===== src/rtl/spm_wb_pkg.sv =====
// rtl/spm_wb_pkg.sv - shared constants for the SPM Wishbone driver
package spm_wb_pkg;

    localparam logic [31:0] X_OFF  = 32'd0;
    localparam logic [31:0] Y_OFF  = 32'd4;
    localparam logic [31:0] P0_OFF = 32'd8;
    localparam logic [31:0] P1_OFF = 32'd12;

    localparam int DEF_WAIT_CYCLES = 72;
    localparam int DEF_ACK_TIMEOUT = 16;

    typedef logic [2:0] state_t;

    localparam state_t S_IDLE  = 3'd0;
    localparam state_t S_WR_X  = 3'd1;
    localparam state_t S_WR_Y  = 3'd2;
    localparam state_t S_WAIT  = 3'd3;
    localparam state_t S_RD_LO = 3'd4;
    localparam state_t S_GAP   = 3'd5;
    localparam state_t S_RD_HI = 3'd6;
    localparam state_t S_RESP  = 3'd7;

endpackage


===== src/rtl/spm_wb_xfer.sv =====
// rtl/spm_wb_xfer.sv - single Wishbone classic transfer engine with ack timeout
module spm_wb_xfer #(
    parameter int ACK_TIMEOUT = 16
) (
    input  logic        clk,
    input  logic        rst,
    input  logic        start,
    input  logic        xfer_we,
    input  logic [31:0] xfer_adr,
    input  logic [31:0] xfer_dat,
    output logic        done,
    output logic        timeout,
    output logic [31:0] rdata,
    output logic        wbm_cyc_o,
    output logic        wbm_stb_o,
    output logic        wbm_we_o,
    output logic [3:0]  wbm_sel_o,
    output logic [31:0] wbm_adr_o,
    output logic [31:0] wbm_dat_o,
    input  logic [31:0] wbm_dat_i,
    input  logic        wbm_ack_i
);

    localparam logic [15:0] TO_LAST = 16'(ACK_TIMEOUT - 1);

    logic [15:0] tcnt;

    // ack only counts while our strobe is up; anything else is a stray
    assign done    = wbm_stb_o & wbm_ack_i;
    assign timeout = wbm_stb_o & ~wbm_ack_i & (tcnt == TO_LAST);
    assign rdata   = wbm_dat_i;

    always_ff @(posedge clk or posedge rst) begin
        if (rst) begin
            wbm_cyc_o <= 1'b0;
            wbm_stb_o <= 1'b0;
            wbm_we_o  <= 1'b0;
            wbm_sel_o <= 4'h0;
            wbm_adr_o <= 32'h0;
            wbm_dat_o <= 32'h0;
            tcnt      <= 16'h0;
        end else begin
            wbm_sel_o <= 4'hF;
            if (start) begin
                wbm_cyc_o <= 1'b1;
                wbm_stb_o <= 1'b1;
                wbm_we_o  <= xfer_we;
                wbm_adr_o <= xfer_adr;
                wbm_dat_o <= xfer_we ? xfer_dat : 32'h0;
                tcnt      <= 16'h0;
            end else if (done || timeout) begin
                wbm_cyc_o <= 1'b0;
                wbm_stb_o <= 1'b0;
                wbm_we_o  <= 1'b0;
                wbm_dat_o <= 32'h0;
            end else if (wbm_stb_o) begin
                tcnt <= tcnt + 16'd1;
            end
        end
    end

endmodule


===== src/rtl/spm_wb_driver.sv =====
// rtl/spm_wb_driver.sv - sequences X/Y writes and product reads to the SPM peripheral
module spm_wb_driver
    import spm_wb_pkg::*;
#(
    parameter logic [31:0] BASE_ADDR   = 32'h3000_0000,
    parameter int          WAIT_CYCLES = DEF_WAIT_CYCLES,
    parameter int          ACK_TIMEOUT = DEF_ACK_TIMEOUT
) (
    input  logic        clk,
    input  logic        rst,
    input  logic        req_valid,
    output logic        req_ready,
    input  logic [31:0] req_x,
    input  logic [31:0] req_y,
    output logic        rsp_valid,
    input  logic        rsp_ready,
    output logic [63:0] rsp_prod,
    output logic        rsp_err,
    output logic        busy,
    output logic        wbm_cyc_o,
    output logic        wbm_stb_o,
    output logic        wbm_we_o,
    output logic [3:0]  wbm_sel_o,
    output logic [31:0] wbm_adr_o,
    output logic [31:0] wbm_dat_o,
    input  logic [31:0] wbm_dat_i,
    input  logic        wbm_ack_i
);

    state_t      state;
    state_t      gap_next;
    logic [31:0] y_r;
    logic [31:0] prod_lo;
    logic [15:0] wcnt;

    logic        start;
    logic        s_we;
    logic [31:0] s_adr;
    logic [31:0] s_dat;
    logic        xfer_done;
    logic        xfer_timeout;
    logic [31:0] xfer_rdata;

    // Transfer launches are decided combinationally so stb rises on the same
    // edge the FSM leaves IDLE, GAP or WAIT.
    always_comb begin
        start = 1'b0;
        s_we  = 1'b0;
        s_adr = 32'h0;
        s_dat = 32'h0;
        case (state)
            S_IDLE: begin
                if (req_valid && req_ready) begin
                    start = 1'b1;
                    s_we  = 1'b1;
                    s_adr = BASE_ADDR + X_OFF;
                    s_dat = req_x;
                end
            end
            S_GAP: begin
                start = 1'b1;
                if (gap_next == S_WR_Y) begin
                    s_we  = 1'b1;
                    s_adr = BASE_ADDR + Y_OFF;
                    s_dat = y_r;
                end else begin
                    s_adr = BASE_ADDR + P1_OFF;
                end
            end
            S_WAIT: begin
                if (wcnt == 16'd1) begin
                    start = 1'b1;
                    s_adr = BASE_ADDR + P0_OFF;
                end
            end
            default: ;
        endcase
    end

    always_ff @(posedge clk or posedge rst) begin
        if (rst) begin
            state     <= S_IDLE;
            gap_next  <= S_IDLE;
            y_r       <= 32'h0;
            prod_lo   <= 32'h0;
            wcnt      <= 16'h0;
            req_ready <= 1'b1;
            busy      <= 1'b0;
            rsp_valid <= 1'b0;
            rsp_prod  <= 64'h0;
            rsp_err   <= 1'b0;
        end else if (xfer_timeout) begin
            state     <= S_RESP;
            rsp_valid <= 1'b1;
            rsp_err   <= 1'b1;
            rsp_prod  <= 64'h0;
        end else begin
            case (state)
                S_IDLE: begin
                    if (req_valid && req_ready) begin
                        y_r       <= req_y;
                        rsp_err   <= 1'b0;
                        req_ready <= 1'b0;
                        busy      <= 1'b1;
                        state     <= S_WR_X;
                    end
                end
                S_WR_X: begin
                    if (xfer_done) begin
                        gap_next <= S_WR_Y;
                        state    <= S_GAP;
                    end
                end
                S_WR_Y: begin
                    if (xfer_done) begin
                        wcnt  <= 16'(WAIT_CYCLES);
                        state <= S_WAIT;
                    end
                end
                S_WAIT: begin
                    wcnt <= wcnt - 16'd1;
                    if (wcnt == 16'd1) state <= S_RD_LO;
                end
                S_RD_LO: begin
                    if (xfer_done) begin
                        prod_lo  <= xfer_rdata;
                        gap_next <= S_RD_HI;
                        state    <= S_GAP;
                    end
                end
                S_GAP: state <= gap_next;
                S_RD_HI: begin
                    if (xfer_done) begin
                        rsp_prod  <= {xfer_rdata, prod_lo};
                        rsp_valid <= 1'b1;
                        state     <= S_RESP;
                    end
                end
                S_RESP: begin
                    if (rsp_ready) begin
                        rsp_valid <= 1'b0;
                        req_ready <= 1'b1;
                        busy      <= 1'b0;
                        state     <= S_IDLE;
                    end
                end
                default: state <= S_IDLE;
            endcase
        end
    end

    spm_wb_xfer #(
        .ACK_TIMEOUT(ACK_TIMEOUT)
    ) u_xfer (
        .clk       (clk),
        .rst       (rst),
        .start     (start),
        .xfer_we   (s_we),
        .xfer_adr  (s_adr),
        .xfer_dat  (s_dat),
        .done      (xfer_done),
        .timeout   (xfer_timeout),
        .rdata     (xfer_rdata),
        .wbm_cyc_o (wbm_cyc_o),
        .wbm_stb_o (wbm_stb_o),
        .wbm_we_o  (wbm_we_o),
        .wbm_sel_o (wbm_sel_o),
        .wbm_adr_o (wbm_adr_o),
        .wbm_dat_o (wbm_dat_o),
        .wbm_dat_i (wbm_dat_i),
        .wbm_ack_i (wbm_ack_i)
    );

endmodule


===== config.mk =====
export PLATFORM = sky130hd
export DESIGN_NAME = spm_wb_driver
export DESIGN_NICKNAME = d
export VERILOG_FILES = /design/src/rtl/spm_wb_pkg.sv /design/src/rtl/spm_wb_xfer.sv /design/src/rtl/spm_wb_driver.sv
export SDC_FILE = /design/constraint.sdc
export NUM_CORES = 1
export LEC_CHECK = 0
export CORE_MARGIN = 5
export CORE_UTILIZATION = 46
export CTS_CLUSTER_SIZE = 20
export DETAILED_ROUTE_END_ITERATION = 6
export GPL_TIMING_DRIVEN = 0
export PLACE_DENSITY_LB_ADDON = 0.05
export SKIP_LAST_GASP = 1
export SLEW_MARGIN = 25
export SYNTH_ARGS = -nofsm -noshare
export SYNTH_HDL_FRONTEND = slang
export SYNTH_SLANG_ARGS = --single-unit

===== constraint.sdc =====
create_clock -name clk -period 18 [get_ports clk]
set_clock_uncertainty 0.15 [all_clocks]
set_input_delay 1.8 -clock clk [delete_from_list [all_inputs] [get_ports clk]]
set_output_delay 1.8 -clock clk [all_outputs]
set_load 0.1 [all_outputs]

==> results.json <==
{
  "synth_top_area_share_pct": 54.45,
  "fin_crit_sh_pct": 23.48,
  "yosysTopAreaCell": "dfrtp_1",
  "power_density_nw_per_um2": 199.2,
  "synth.avg_cell_area_um2": 10.63,
  "die_y_um": 153.5,
  "drc": 0,
  "finalSetupViolations": 0,
  "startpoint": "req_ready",
  "crit_required_ps": 16050,
  "synth_warnings": 0,
  "path_max_fanout": 5,
  "first_pass_iters": 5,
  "vdd_drop_max_mv": 0.1308,
  "cts_root_buf": "clkbuf_16",
  "gp_congestion": 0.8276,
  "timing.hold.ws_ps": 341.5,
  "period_minus_slack_ps": 4227,
  "ys_seq_elements": 207,
  "cpLargestDelayFamily": "buffers and inverters",
  "cp_cell_sequence": "clkdlybuf4s50_1",
  "initial_utilization_pct": 46.79,
  "vias": 7551,
  "cp_data_arrival_time_ps": 2280,
  "die-area_um2": 23550,
  "dr.first_iter.drc_count": 331,
  "grt_max_degree": 99,
  "cts_tree": "built",
  "synthMuxAreaShare_pct": 10.41,
  "r2r_cells": 7,
  "die_w_um": 153.5,
  "total_power_uw": 2563,
  "dp_slack_ps": 13330,
  "synthTopCellsByArea": "dfrtp_1, nand2_1, mux2_4",
  "syn-instance-count": 891,
  "hold_violations": 0,
  "reg2reg_to": "u_xfer.wbm_dat_o[8]",
  "cts_hold_buf": 0,
  "status": "complete, no violations",
  "p_leak_uw": 0.005525,
  "clock-sinks": 207,
  "reg2reg_slack_ps": 14800,
  "syn_area_um2": 9468,
  "n_antenna_cell": 0,
  "synth_edf_count": 0,
  "grt_use_total_pct": 21.14,
  "cp_num_cells": 1,
  "hpwl_um": 18280,
  "crit_slowest_cell": "clkdlybuf4s50_1",
  "drive_gt1_share_pct": 14.43,
  "cts_buffers": 23,
  "crit_type": "register to primary output",
  "h-tree-depth": 1,
  "synth_adder_area_share_pct": 0.3965,
  "fill_cells": 1645,
  "setup_slack_ps": 13770,
  "finalSetupTns_ps": 0,
  "antenna_found_initial": 0,
  "ys_types": 60,
  "synth_top_family_by_area": "simple AND/OR/NAND/NOR gates",
  "max_freq_ghz": 0.2366,
  "rows": 52,
  "reg2reg_from": "state[1]",
  "wl_um": 25460,
  "synth_compound_area_share_pct": 13.23,
  "crit_buf_inv": 1,
  "cts_resized": 0,
  "critical_path.max_stage_delay_ps": 1200,
  "setup.worst_path.end_class": "primary output",
  "grt_pass1_vias": 7737,
  "worstSkewPairLatency_ps": 500,
  "io_buffers": 211,
  "synthXorXnorAreaFrac_pct": 0.4625,
  "relSlewSlack_pct": 28.67,
  "startpoint_type": "register",
  "clk_path_buf_depth": 3,
  "core_area_um2": 20230,
  "grt-ovfl-total": 0,
  "fin_nets": 1260,
  "syn2layout_area_growth_pct": 35.91,
  "postRouteAntennaNets": 0,
  "async_flop_share_pct": 100.0,
  "grt_setup_unrepaired": "no",
  "endpoint": "req_ready",
  "seq_area_frac_synth_pct": 54.72,
  "wl_per_cell_um": 17.67,
  "cts.clk_slew.worst_paths_ps": 60,
  "maxCapViolations": 0,
  "tightest_slew_ps": 1067,
  "grt_pass1_wl_um": 41230,
  "hp-class": "register to register",
  "slew_violations": 0,
  "io_pins": 240,
  "postCtsSetupRepairBufs": 0,
  "synth_ff_type": "dfrtp_1",
  "synthSimpleGateAreaFrac_pct": 14.56,
  "avgViaCountPerCell": 5.240
}
## worst min-delay path by stage
stage	start	end	slack, ps	depth (start not counted)
floorplan	gap_next[1]	gap_next[1]	290	1
global placement	gap_next[1]	gap_next[1]	320	1
detailed placement	gap_next[1]	gap_next[1]	330	1
CTS	gap_next[1]	gap_next[1]	340	1
global route	gap_next[1]	gap_next[1]	350	1
finish	gap_next[1]	gap_next[1]	340	1
## Yosys cell counts, types with 14 or more instances
library cell,instances
nand2_1,190
mux2i_1,16
buf_2,14
buf_4,37
mux2_4,28
mux2_2,36
clkbuf_1,37
o31ai_1,39
dfrtp_1,206
a21oi_1,80
nor2_1,18
a22oi_1,32
## final cells by class
class | count | area, um^2 | area share [%]
well taps | 270 | 337.8 | 2.625
clock buffers | 36 | 724.4 | 5.630
multi-input cells | 606 | 3820 | 29.69
inverters | 9 | 41.29 | 0.3209
repair buffers | 213 | 2167 | 16.84
plain buffers | 96 | 546.8 | 4.249
flip-flops and latches | 207 | 5181 | 40.27
clock inverters | 4 | 48.80 | 0.3792
## cell families (layout without fill, tap and decap cells)
kind of cell,after synthesis,after routing
fa+ha+maj,3,3
xor+xnor,5,5
simple gates,295,295
other cells,2,29
flops,207,207
buf+inv,105,358
mux,80,80
compound gates,194,194
## cells in the final DEF, fill, tap and decap left out, drive strengths merged, types with 12 or more instances in the layout
cell type,instances
nand4,13
buf,61
clkbuf,73
conb,29
nand2b,13
dfrtp,206
nand3,12
clkdlybuf4s50,211
mux2,64
nand2,190
a22oi,32
a21oi,81
nor2,18
mux2i,16
o31ai,39
## power by group
part	total (uW)	switching (uW)	internal [uW]
Combinational	1330	969	360
Clock	473	183	289
Sequential	762	113	648
## flip-flops by register name (all words and copies together), names as in the netlist, 2 cells and up
name / count
gap_next: 2
prod_lo: 32
rsp_prod: 64
state: 3
u_xfer.tcnt: 16
u_xfer.wbm_adr_o: 3
u_xfer.wbm_dat_o: 32
wcnt: 16
y_r: 32
## stage by stage
step	util, %	cell area (um^2)	cells
CTS	63.56	12860	1441
detailed placement	59.74	12090	1401
floorplan	-	9569	918
global placement	59.40	12020	1399
global route	63.59	12870	1441
finish	63.59	12870	1441
## routing by layer
metal	global-route usage [%]	vias to the layer above	routed length, um	part of all wire (%)
li1	-	3621	-	-
met1	27.15	3692	10570	42
met2	34.79	198	12110	48
met3	6.927	40	2135	8.4
met4	5.467	0	640	2.5
met5	0	-	0	0
No activity file was read; power rests on OpenSTA's default activity.
